## src/rtl/pixel_stream_packer_if.sv

```systemverilog
// Pixel-side and AXI4-Stream-side bundles for pixel_stream_packer.
// pix_if carries per-channel pixels upstream; axis_if carries packed video beats downstream.
interface pix_if #(parameter int CH_W = 8);
    logic [CH_W-1:0] r, g, b;
    logic            pix_valid;
    logic            pix_ready;
    logic            restart;
    modport master (output r, g, b, pix_valid, restart, input pix_ready);
    modport slave  (input r, g, b, pix_valid, restart, output pix_ready);
endinterface

interface axis_if #(parameter int DW = 24);
    logic [DW-1:0] tdata;
    logic          tvalid;
    logic          tready;
    logic          tuser;
    logic          tlast;
    modport master (output tdata, tvalid, tuser, tlast, input tready);
    modport slave  (input tdata, tvalid, tuser, tlast, output tready);
endinterface

```

## src/rtl/pixel_stream_packer.sv

```systemverilog
// pixel_stream_packer: packs r/g/b into AXI4-Stream beats tagged SOF/EOL from x/y counters,
// using an output register plus a skid register so pix_ready stays registered at full rate.
module pixel_stream_packer #(
    parameter int CH_W   = 8,
    parameter int WIDTH  = 640,
    parameter int HEIGHT = 480,
    parameter int ORDER  = 0
) (
    input  logic   aclk,
    input  logic   aresetn,
    pix_if.slave   pix,
    axis_if.master m_axis,
    output logic   frame_done
);
    localparam int DW = 3 * CH_W;
    localparam int XW = $clog2(WIDTH);
    localparam int YW = $clog2(HEIGHT);

    typedef struct packed {
        logic [DW-1:0] data;
        logic          user;
        logic          last;
        logic          eof;
    } entry_t;

    entry_t        out_q, out_d, skd_q, skd_d, new_e;
    logic          out_v_q, out_v_d, skd_v_q, skd_v_d, fd_q, fd_d;
    logic [XW-1:0] x_q, x_d, cx;
    logic [YW-1:0] y_q, y_d, cy;
    logic          acc, xfer, out_free;

    always_comb begin
        acc        = pix.pix_valid & ~skd_v_q;
        xfer       = out_v_q & m_axis.tready;
        out_free   = ~out_v_q | m_axis.tready;
        // restart retags the pixel accepted in the same cycle as (0,0)
        cx         = pix.restart ? '0 : x_q;
        cy         = pix.restart ? '0 : y_q;
        new_e.data = (ORDER == 1) ? {pix.b, pix.g, pix.r} : {pix.r, pix.g, pix.b};
        new_e.user = (cx == '0) && (cy == '0);
        new_e.last = cx == XW'(WIDTH - 1);
        new_e.eof  = new_e.last && (cy == YW'(HEIGHT - 1));
        x_d        = acc ? (new_e.last ? '0 : cx + 1'b1) : cx;
        y_d        = acc && new_e.last ? (new_e.eof ? '0 : cy + 1'b1) : cy;
        out_d      = out_free ? (skd_v_q ? skd_q : (acc ? new_e : out_q)) : out_q;
        out_v_d    = skd_v_q | acc | (out_v_q & ~m_axis.tready);
        skd_d      = (acc & ~out_free) ? new_e : skd_q;
        skd_v_d    = skd_v_q ? ~m_axis.tready : (acc & ~out_free);
        fd_d       = xfer & out_q.eof;
    end

    always_ff @(posedge aclk or negedge aresetn) begin
        if (!aresetn) begin
            out_q   <= '0;
            skd_q   <= '0;
            out_v_q <= 1'b0;
            skd_v_q <= 1'b0;
            fd_q    <= 1'b0;
            x_q     <= '0;
            y_q     <= '0;
        end else begin
            out_q   <= out_d;
            skd_q   <= skd_d;
            out_v_q <= out_v_d;
            skd_v_q <= skd_v_d;
            fd_q    <= fd_d;
            x_q     <= x_d;
            y_q     <= y_d;
        end
    end

    assign pix.pix_ready = ~skd_v_q;
    assign m_axis.tdata  = out_q.data;
    assign m_axis.tvalid = out_v_q;
    assign m_axis.tuser  = out_q.user;
    assign m_axis.tlast  = out_q.last;
    assign frame_done    = fd_q;
endmodule

```

## src/flat_wrapper.sv

```systemverilog
// flat-port wrapper written by rule: the top's interface ports become plain ports
module pixel_stream_packer_flat 
#(
    parameter int CH_W   = 8,
    parameter int WIDTH  = 640,
    parameter int HEIGHT = 480,
    parameter int ORDER  = 0
)
  (aclk, aresetn, frame_done, pix_r, pix_g, pix_b, pix_pix_valid, pix_restart, pix_pix_ready, m_axis_tdata, m_axis_tvalid, m_axis_tuser, m_axis_tlast, m_axis_tready);
  pix_if #(.CH_W(CH_W)) pix_i ();
  axis_if #(.DW(24)) m_axis_i ();
  input  logic aclk;
  input  logic aresetn;
  output logic frame_done;
  input wire logic [$bits(pix_i.r)-1:0] pix_r;
  input wire logic [$bits(pix_i.g)-1:0] pix_g;
  input wire logic [$bits(pix_i.b)-1:0] pix_b;
  input wire logic [$bits(pix_i.pix_valid)-1:0] pix_pix_valid;
  input wire logic [$bits(pix_i.restart)-1:0] pix_restart;
  output wire logic [$bits(pix_i.pix_ready)-1:0] pix_pix_ready;
  output wire logic [$bits(m_axis_i.tdata)-1:0] m_axis_tdata;
  output wire logic [$bits(m_axis_i.tvalid)-1:0] m_axis_tvalid;
  output wire logic [$bits(m_axis_i.tuser)-1:0] m_axis_tuser;
  output wire logic [$bits(m_axis_i.tlast)-1:0] m_axis_tlast;
  input wire logic [$bits(m_axis_i.tready)-1:0] m_axis_tready;
  assign pix_i.r = pix_r;
  assign pix_i.g = pix_g;
  assign pix_i.b = pix_b;
  assign pix_i.pix_valid = pix_pix_valid;
  assign pix_i.restart = pix_restart;
  assign pix_pix_ready = pix_i.pix_ready;
  assign m_axis_tdata = m_axis_i.tdata;
  assign m_axis_tvalid = m_axis_i.tvalid;
  assign m_axis_tuser = m_axis_i.tuser;
  assign m_axis_tlast = m_axis_i.tlast;
  assign m_axis_i.tready = m_axis_tready;
  pixel_stream_packer #(.CH_W(CH_W), .WIDTH(WIDTH), .HEIGHT(HEIGHT), .ORDER(ORDER)) u_core (.aclk(aclk), .aresetn(aresetn), .pix(pix_i), .m_axis(m_axis_i), .frame_done(frame_done));
endmodule
```

## config.mk

```make
export PLATFORM = sky130hd
export DESIGN_NAME = pixel_stream_packer_flat
export DESIGN_NICKNAME = d
export VERILOG_FILES = /design/src/rtl/pixel_stream_packer_if.sv /design/src/rtl/pixel_stream_packer.sv /design/src/flat_wrapper.sv
export SDC_FILE = /design/constraint.sdc
export NUM_CORES = 1
export LEC_CHECK = 0
export CAP_MARGIN = 10
export CORE_MARGIN = 2
export CORE_UTILIZATION = 26
export DETAILED_ROUTE_END_ITERATION = 16
export SYNTH_ARGS = -nofsm -noshare
export SYNTH_HDL_FRONTEND = slang
export SYNTH_SLANG_ARGS = --single-unit
export TNS_END_PERCENT = 20
```

## constraint.sdc

```tcl
create_clock -name aclk -period 2.3 [get_ports aclk]
set_input_delay 0.23 -clock aclk [delete_from_list [all_inputs] [get_ports aclk]]
set_output_delay 0.23 -clock aclk [all_outputs]
set_load 0.005 [all_outputs]
```

==> results.json, run 1 <==
{
  "hold-worst-slack_ns": 0.442,
  "worst_pin_slew_ns": 0.577,
  "startpoint_type": "flip-flop",
  "top_layer": "met4",
  "min_period_over_period_pct": 90.8,
  "cts_tree": "yes",
  "track_usage_pct": 11.3,
  "cts-root-buf": "clkbuf_16",
  "grt_pass1_vias": 2659,
  "clock.fmax_ghz": 0.479,
  "yosysSeqAreaShare_pct": 52.7,
  "fin_crit_ns": 2.09,
  "end_kind": "output pin",
  "antenna_found_initial": 0,
  "yosys.area.top_type_share_pct": 52.7,
  "hp-class": "primary input to async pin",
  "synth_fa_ha_area_share_pct": 0.347,
  "coreArea_sq_mm": 0.0137,
  "fin_nets": 456,
  "wl_met1_um": 3680,
  "post_drt_wl_per_cell_um": 13.1,
  "status": "finished clean",
  "ioPinCount": 58,
  "drtPass1Iterations": 4,
  "synth_xor_area_share_pct": 2.18,
  "synthMuxAreaShare_pct": 7.84,
  "core.rowCount": 43,
  "synth_top_family_by_area": "simple AND/OR/NAND/NOR gates",
  "synth_nets": 410,
  "clk_latency_ns": 0.32,
  "hold_viol": 0,
  "crit_type": "flip-flop to output pin",
  "postCtsSetupRepairBufs": 0,
  "hold_buffers": 1,
  "cp.required_ns": 2.07,
  "setup_viol": 0,
  "vias_per_cell": 4.47,
  "htree_levels": 3,
  "synth_compound_area_share_pct": 7.18,
  "syn-cell-area_sq_mm": 0.00361,
  "synth_seq_cells": 76,
  "powerDensity_mw_per_mm2": 836,
  "slew_violations": 0,
  "drtAntennaViolNets": 0,
  "die_h_um": 122,
  "layout.cells.non_filler": 610,
  "route.detailed.drc": 0,
  "worstPathMaxFanout": 30,
  "die_w_um": 122,
  "dp_cells": 594,
  "crit_arrival_ns": 1.86,
  "yosys.area.top_type": "dfrtp_1",
  "gp_congestion": 0.819,
  "path_clk_slew_ns": 0.06,
  "peakVddDrop_mv": 0.303,
  "diodes": 0,
  "layout_commonest_cell": "nand2_1",
  "wl_met2_um": 3870,
  "synthToLayoutAreaGrowth_pct": 28.6,
  "setup_tns_ns": 0,
  "grt_max_degree": 43,
  "synthTopCellsByArea": "dfrtp_1 (53%), nand2_1 (9.3%), mux2i_1 (7.2%)",
  "ctsResizeCount": 0,
  "slew_headroom_pct": 61.5,
  "routed_wl_um": 7980,
  "static-leakage-power_nw": 2.04,
  "dieArea_sq_mm": 0.0148,
  "synth-simple-area-share_pct": 22.4,
  "postSynthCellCount": 380,
  "hpwl_um": 5560,
  "yosys_warnings": 0,
  "skew_ns": 0.00537,
  "rsz0062_at_grt": "no",
  "wl_met3_um": 357,
  "cap_violations": 0,
  "clock-sinks": 76,
  "mostFrequentLayoutCells": "nand2_1 (89), dfrtp_1 (75), clkdlybuf4s50_1 (56)",
  "grt_pass1_wl_um": 13000,
  "drive_gt1_share_pct": 10.2,
  "cts_buffer_depth": 2,
  "dr.first_iter.drc_count": 129,
  "numCtsBuffers": 9,
  "io_buffers": 57,
  "vias": 2725,
  "gr-total-overflow": 0,
  "synth_cell_types": 38,
  "initial_core_util_pct": 26.3,
  "avgSynthCellArea_sq_um": 9.50
}
[layer usage]
layer  track usage [%]  vias to the layer above
li1                  -                     1345
met2              18.0                       59
met5                 0                        -
met4              3.59                        0
met1              14.8                     1313
met3              3.18                        8
[state kept, by name, indices dropped and copies added, names as in the netlist]
signal,flops
u_core.y_q,9
u_core.x_q,10
u_core.skd_q,27
u_core.m_axis.tdata,24
u_core.m_axis.tuser,1
u_core.skd_v_q,1
u_core.out_q,1
u_core.frame_done,1
u_core.m_axis.tvalid,1
u_core.m_axis.tlast,1
[final timing paths]
check | start | endpoint | slack (ns) | cells past startpoint
setup / recovery | u_core.skd_v_q$_DFF_PN0_ | pix_pix_ready | 0.21 | 3
hold / removal | aresetn | u_core.m_axis.tdata[2]$_DFFE_PN0P_ | 0.44 | 2
setup reg to reg | u_core.x_q[7]$_DFF_PN0_ | u_core.y_q[4]$_DFF_PN0_ | 0.24 | 4
hold reg to reg | u_core.skd_q[3]$_DFFE_PN0P_ | u_core.skd_q[3]$_DFFE_PN0P_ | 0.47 | 2
max in group asynchronous | aresetn | u_core.m_axis.tdata[20]$_DFFE_PN0P_ | 1.27 | 3
min in group aclk | pix_b[0] | u_core.skd_q[3]$_DFFE_PN0P_ | 0.47 | 3
[where the power goes]
| group | switching (W) | leakage [nW] | internal, W |
|---|---|---|---|
| combinational | 0.000347 | 0.958 | 0.000443 |
| clock | 0.000522 | 0.144 | 0.000857 |
| sequential | 0.000135 | 0.941 | 0.00158 |
| total | 0.00100 | 2.04 | 0.00288 |
[synth_stat cells]
library cell  instances
nor4b_1               1
and4b_1               2
xor2_1                5
or3_1                 1
ha_1                  1
and3_1                3
nor3_1                5
nand2b_1              9
buf_4                24
o32ai_1               1
mux2i_1              26
or4_1                 4
o31ai_1               4
inv_1                 5
a21oi_1              29
nand2_1              89
o21ai_0               4
nand4_1               6
and4b_2               1
nand4b_2              1
nand3_1               4
a31o_2                1
nor4_2                1
dfrtp_1              76
a31oi_1               4
nand4b_1              2
o2111a_1              1
clkbuf_1             14
xnor2_1               4
nor4_1                4
o21ba_2               1
buf_2                 2
nor2_1               37
mux2_1                1
buf_1                 1
nor2b_1               4
mux2_2                1
or2_2                 1
[final cells by class]
| type | count | area, sq um |
|---|---|---|
| multi-input cells | 258 | 1450 |
| clock buffers | 10 | 239 |
| repair buffers | 76 | 751 |
| clock inverters | 5 | 52.6 |
| fillers | 1423 | 9080 |
| flip-flops and latches | 76 | 1900 |
| well taps | 180 | 225 |
| inverters | 5 | 18.8 |
[metrics by stage]
stage / worst slack (ns) / area, sq um / total power [W] / utilization [%]
2_1_floorplan: 0.282 / 3610 / 0.00222 / -
3_3_place_gp: 0.0684 / 4340 / 0.00251 / 31.6
3_5_place_dp: 0.0429 / 4340 / 0.00254 / 31.6
4_1_cts: 0.169 / 4640 / 0.00395 / 33.8
5_1_grt: 0.0661 / 4640 / 0.00412 / 33.8
6_report: 0.211 / 4640 / 0.00388 / 33.8
[logic make-up (layout without fill, tap and decap cells)]
| kind of cell | Yosys count | in the layout |
|---|---|---|
| mux | 28 | 28 |
| buf+inv | 46 | 96 |
| fa+ha+maj | 1 | 1 |
| xor+xnor | 9 | 9 |
| compound gates | 45 | 45 |
| flops | 76 | 76 |
| simple gates | 175 | 175 |
[critical path, cell delays in order (launching register included)]
cell,delay [ns]
dfrtp_2,0.36
buf_4,0.42
inv_1,0.25
clkdlybuf4s50_1,0.50
Note: power is estimated with default switching activity, not from simulation.
==> inputs of run 2 (changes only) <==
- CORE_UTILIZATION: 26 -> 35
- CTS_CLUSTER_DIAMETER: not set -> 200
==> run 2 against run 1 <==
Against the previous run: final cell count is 7.0% lower; clock-buffer cell count increased by 1; design area decreased by 3.4%; core utilization increased by 10 points; first-iteration DRC count down 44%; register-to-register slack got worse by 0.04 ns; die area is 25% lower; combinational power shrank 2%; sequential power barely moved; maximum frequency decreased by 0.32%; non-clock buffer count did not move.
==> results.json, run 2 (synthesized netlist as in run 1, its figures left out) <==
{
  "crit_arrival_ns": 2.36,
  "dr.first_iter.drc_count": 72,
  "drive_gt1_share_pct": 9.98,
  "layout_commonest_cell": "nand2_1",
  "hold_viol": 0,
  "setup_viol": 0,
  "core.rowCount": 37,
  "grt_max_degree": 55,
  "fin_util_pct": 44.0,
  "cp_slowest_stage_delay_ns": 0.54,
  "fillCellCount": 995,
  "cts_tree": "yes",
  "regMostFlops": "u_core.skd_q",
  "postLayoutCellArea_sq_mm": 0.00448,
  "worstPathMaxFanout": 5,
  "antenna_found_initial": 0,
  "clock-sinks": 76,
  "rsz0062_at_grt": "no",
  "hpwl_um": 5170,
  "track_usage_pct": 15.0,
  "skew_ns": 0.00950,
  "placedInstanceArea_sq_mm": 0.00427,
  "ioPinCount": 58,
  "cts_buffer_depth": 2,
  "dieArea_sq_mm": 0.0111,
  "end_kind": "flip-flop",
  "diodes": 0,
  "fin_crit_ns": 2.10,
  "path_clk_slew_ns": 0.08,
  "fin_nets": 456,
  "cts-root-buf": "clkbuf_8",
  "fin_ws_ns": 0.204,
  "path_cells": "or2_2 -> or4_1 -> or4_1 -> a21oi_1",
  "worst_pin_slew_ns": 1.10,
  "total_power_w": 0.00350,
  "clock.fmax_ghz": 0.477,
  "post-place-ws_ns": -0.0204,
  "critPathBufInv": 0,
  "synthToLayoutAreaGrowth_pct": 24.2,
  "route.detailed.drc": 0,
  "peakVddDrop_mv": 0.382,
  "gp_congestion": 0.851,
  "cp_slowest_cell": "or4_1",
  "layout.cells.non_filler": 567,
  "drtPass1Iterations": 5,
  "clk_latency_ns": 0.35,
  "largest_reg_flops": 27,
  "startpoint_type": "flip-flop",
  "powerDensity_mw_per_mm2": 780,
  "hp-class": "primary input to async pin",
  "slew_headroom_pct": 26.8,
  "drtAntennaViolNets": 0,
  "static-leakage-power_nw": 1.99,
  "cp.required_ns": 2.56,
  "critPathMostFrequentCell": "or4_1",
  "crit_type": "flip-flop to flip-flop",
  "slew_violations": 0,
  "grt_pass1_wl_um": 13200,
  "vias_per_cell": 4.74,
  "post_drt_wl_per_cell_um": 13.2,
  "die_w_um": 106,
  "cp_top_family": "simple AND/OR/NAND/NOR gates",
  "io_buffers": 57,
  "status": "finished clean",
  "grt_pass1_vias": 2667,
  "gr-total-overflow": 0,
  "cap_violations": 0,
  "dp_cells": 550,
  "min_period_over_period_pct": 91.1,
  "routed_wl_um": 7480,
  "die_h_um": 106,
  "coreArea_sq_mm": 0.0102,
  "ctsResizeCount": 0,
  "vias": 2685,
  "initial_core_util_pct": 35.4,
  "numCtsBuffers": 9,
  "htree_levels": 3,
  "mostFrequentLayoutCells": "nand2_1 (89), dfrtp_1 (76), clkdlybuf4s50_1 (56)"
}
## run 2: worst paths after layout
path	slack, ns	cells past startpoint	end	startpoint
max	0.20	4	u_core.y_q[4]$_DFF_PN0_	u_core.x_q[7]$_DFF_PN0_
min	0.40	2	u_core.m_axis.tdata[2]$_DFFE_PN0P_	aresetn
max reg2reg	0.20	4	u_core.y_q[4]$_DFF_PN0_	u_core.x_q[7]$_DFF_PN0_
min reg2reg	0.48	2	u_core.skd_q[1]$_DFFE_PN0P_	u_core.skd_q[1]$_DFFE_PN0P_
max in group asynchronous	1.30	3	u_core.skd_q[20]$_DFFE_PN0P_	aresetn
min in group aclk	0.44	3	u_core.skd_q[16]$_DFFE_PN0P_	pix_g[5]
## run 2: repair_timing
action | in CTS | in global routing
buffers inserted | 0 | 0
setup endpoints to repair | 0 | 0
hold endpoints to repair | 39 | 0
hold buffers | 1 | 0
## run 2: where the power goes
part           switching [W]  internal, W
registers           0.000126      0.00157
logic               0.000342     0.000433
clock network       0.000492     0.000533
total               0.000960      0.00254
## run 2: worst reg2reg max path, stage by stage (launching register included)
cell and delay, ns:
dfrtp_1 0.43, or2_2 0.34, or4_1 0.54, or4_1 0.53
a21oi_1 0.17
## run 2: area by class of cell
cell class	count	area (sq um)	area share, %
flip-flops and latches	76	1900	42.4
multi-input cells	258	1450	32.4
repair buffers	76	738	16.5
well taps	136	170	3.80
clock buffers	11	141	3.15
clock inverters	5	61.3	1.37
inverters	5	18.8	0.419
## run 2: per-layer routing
layer	up-vias	global-route usage, %	share of wire, %
li1	1351	-	-
met5	-	0	0
met4	0	3.67	0.41
met1	1279	19.3	48
met2	50	24.5	47
met3	5	4.70	4.3
## run 2: metrics by stage
stage	hold slack [ns]	setup TNS, ns
floorplan	-0.0656	0
global placement	0.251	0
detailed placement	0.254	-0.0204
CTS	0.402	0
global route	0.425	0
finish	0.398	0
==> RTL change: new RTL, settings of run 1 <==
`HEIGHT` is set to 480 in 2 places; all go to 240.
--- a/src/rtl/pixel_stream_packer.sv
+++ b/src/rtl/pixel_stream_packer.sv
@@ -4,5 +4,5 @@
     parameter int CH_W   = 8,
     parameter int WIDTH  = 640,
-    parameter int HEIGHT = 480,
+    parameter int HEIGHT = 240,
     parameter int ORDER  = 0
 ) (
--- a/src/flat_wrapper.sv
+++ b/src/flat_wrapper.sv
@@ -4,5 +4,5 @@
     parameter int CH_W   = 8,
     parameter int WIDTH  = 640,
-    parameter int HEIGHT = 480,
+    parameter int HEIGHT = 240,
     parameter int ORDER  = 0
 )
Formal check against the unedited RTL: same outputs for any inputs over 10 cycles, from zero or initial values and one cycle with aresetn low; that may be too few to reach the edited logic, so the function may still have changed.
==> RTL change against run 1 <==
- critical path depth up 1
- wire length fell by 0.14%
- design area shrank 0.92%
- area after synthesis shrank 0.73%
- register-to-register slack gained 0.08 ns
- sequential cell count shrank 1
- setup slack better by 0.11 ns
- global-route usage grew 0.38 points
- total power increased by 2.6%
==> RTL change: results (changes against run 1) <==
Critical path peak fanout = 6 (-80%)
Max reg flops = 27 (unchanged)
Status = finished clean
Initial DRC count = 95 (-26%)
Most frequent cells after synthesis = 90 x nand2_1, 75 x dfrtp_1, 33 x nor2_1
Tot GR Track Use = 0.117 (+0.00383)
Detailed Place HPWL = 5340 um (-3.9%)
Sequential share of the synthesized area = 0.524 (-0.00312)
CP arrival = 2.24 ns (+0.38 ns)
Worst Max-Slew Pin Slew = 0.561 ns (-0.0166 ns)
Clock root buffer = clkbuf_16
Clk slew on worst S/H paths = 0.06 ns (about the same)
Final WL = 7970 um (-0.14%)
Global-route wire length before repair = 13200 um (+1.2%)
Most flops, register = u_core.skd_q
Placed cell area = 4260 um2 (-1.8%)
Leakage = 2.00 nW (-1.9%)
Post-cts sizing count = 0 (unchanged)
# diodes = 0 (unchanged)
Vias = 2700 (-0.92%)
Initial antenna violation count = 0 (unchanged)
H-tree levels = 3 (unchanged)
Worst clock skew = 0.00352 ns (-0.00185 ns)
Top cells by area, synth = dfrtp_1 52%, nand2_1 9.4%, mux2i_1 7.0%
Main synth FF type = dfrtp_1
Synthesized net count = 413 (+0.73%)
Gpl congestion = 0.820 (+0.13%)
Hold/Removal Path Class = input port to asynchronous set/reset pin
Share of cells above drive strength 1 = 0.0864 (-0.0159)
Largest net degree at the start of global routing = 52 (+21%)
Vias in the first global route = 2602 (-2.1%)
Length of the first detailed-routing pass in iterations = 6 (+2)
Peak supply drop = 0.308 mV (+1.7%)
Port buffer count = 57 (unchanged)
Count of different cell masters after synthesis = 38 (unchanged)
NumNets Final = 455 (-0.22%)
CTS max path bufs = 2 (unchanged)
## RTL change: final timing paths
path	depth (start not counted)	startpoint	endpoint	slack, ns
min in group aclk	3	pix_r[3]	u_core.skd_q[22]	0.45
setup reg to reg	4	u_core.x_q[7]	u_core.y_q[3]	0.32
setup / recovery	4	u_core.x_q[7]	u_core.y_q[3]	0.32
max in group asynchronous	3	aresetn	u_core.skd_q[17]	1.29
hold / removal	2	aresetn	u_core.x_q[3]	0.44
hold reg to reg	2	u_core.skd_q[4]	u_core.skd_q[4]	0.47
## RTL change: kinds of logic (layout without fill, tap and decap cells)
logic type                 Yosys count  in the layout  share of synthesized area
buffers and inverters               43             90                     0.0709
muxes                               25             25                     0.0699
adders and majority gates            3              3                     0.0105
DFF                                 75             75                      0.524
xor gates and xnor gates             8              8                     0.0196
AOI/OAI and AO/OA                   50             50                     0.0751
and+or+nand+nor                    177            177                      0.230
## RTL change: layer usage
metal	track usage	vias to the layer above	share of wire
met5	0	-	0
met4	0.0539	0	0.019
met3	0.0282	11	0.043
met2	0.182	65	0.46
met1	0.153	1287	0.48
li1	-	1337	-
## RTL change: through the flow
step,total power (W),setup slack [ns],instances
after global routing,0.00422,0.272,604
after floorplan,0.00217,0.424,381
after CTS,0.00406,0.321,604
after global placement,0.00246,0.189,587
after detailed placement,0.00248,0.158,587
final,0.00398,0.320,604
## RTL change: cell type report
cell class	count	area, um2
clock buffers	12	256
clock inverters	4	72.6
fillers	1355	8750
inverters	3	11.3
multi-input cells	263	1460
flip-flops and latches	75	1880
well taps	176	220
repair buffers	71	701
## RTL change: worst max-delay path: stages, from the launching register on
cell	delay (ns)
dfrtp_1	0.44
or3b_1	0.45
or4_4	0.47
or4_1	0.47
o21ai_1	0.08
## RTL change: timing repair
action | CTS | global route
setup buffers | 0 | 0
hold buffers | 1 | 0
hold endpoints to repair | 40 | 0
## RTL change: power by group
| group | switching (W) | total (W) | internal (W) |
|---|---|---|---|
| Combinational | 0.000339 | 0.000758 | 0.000419 |
| Clock | 0.000534 | 0.00154 | 0.00101 |
| Sequential | 0.000130 | 0.00168 | 0.00155 |
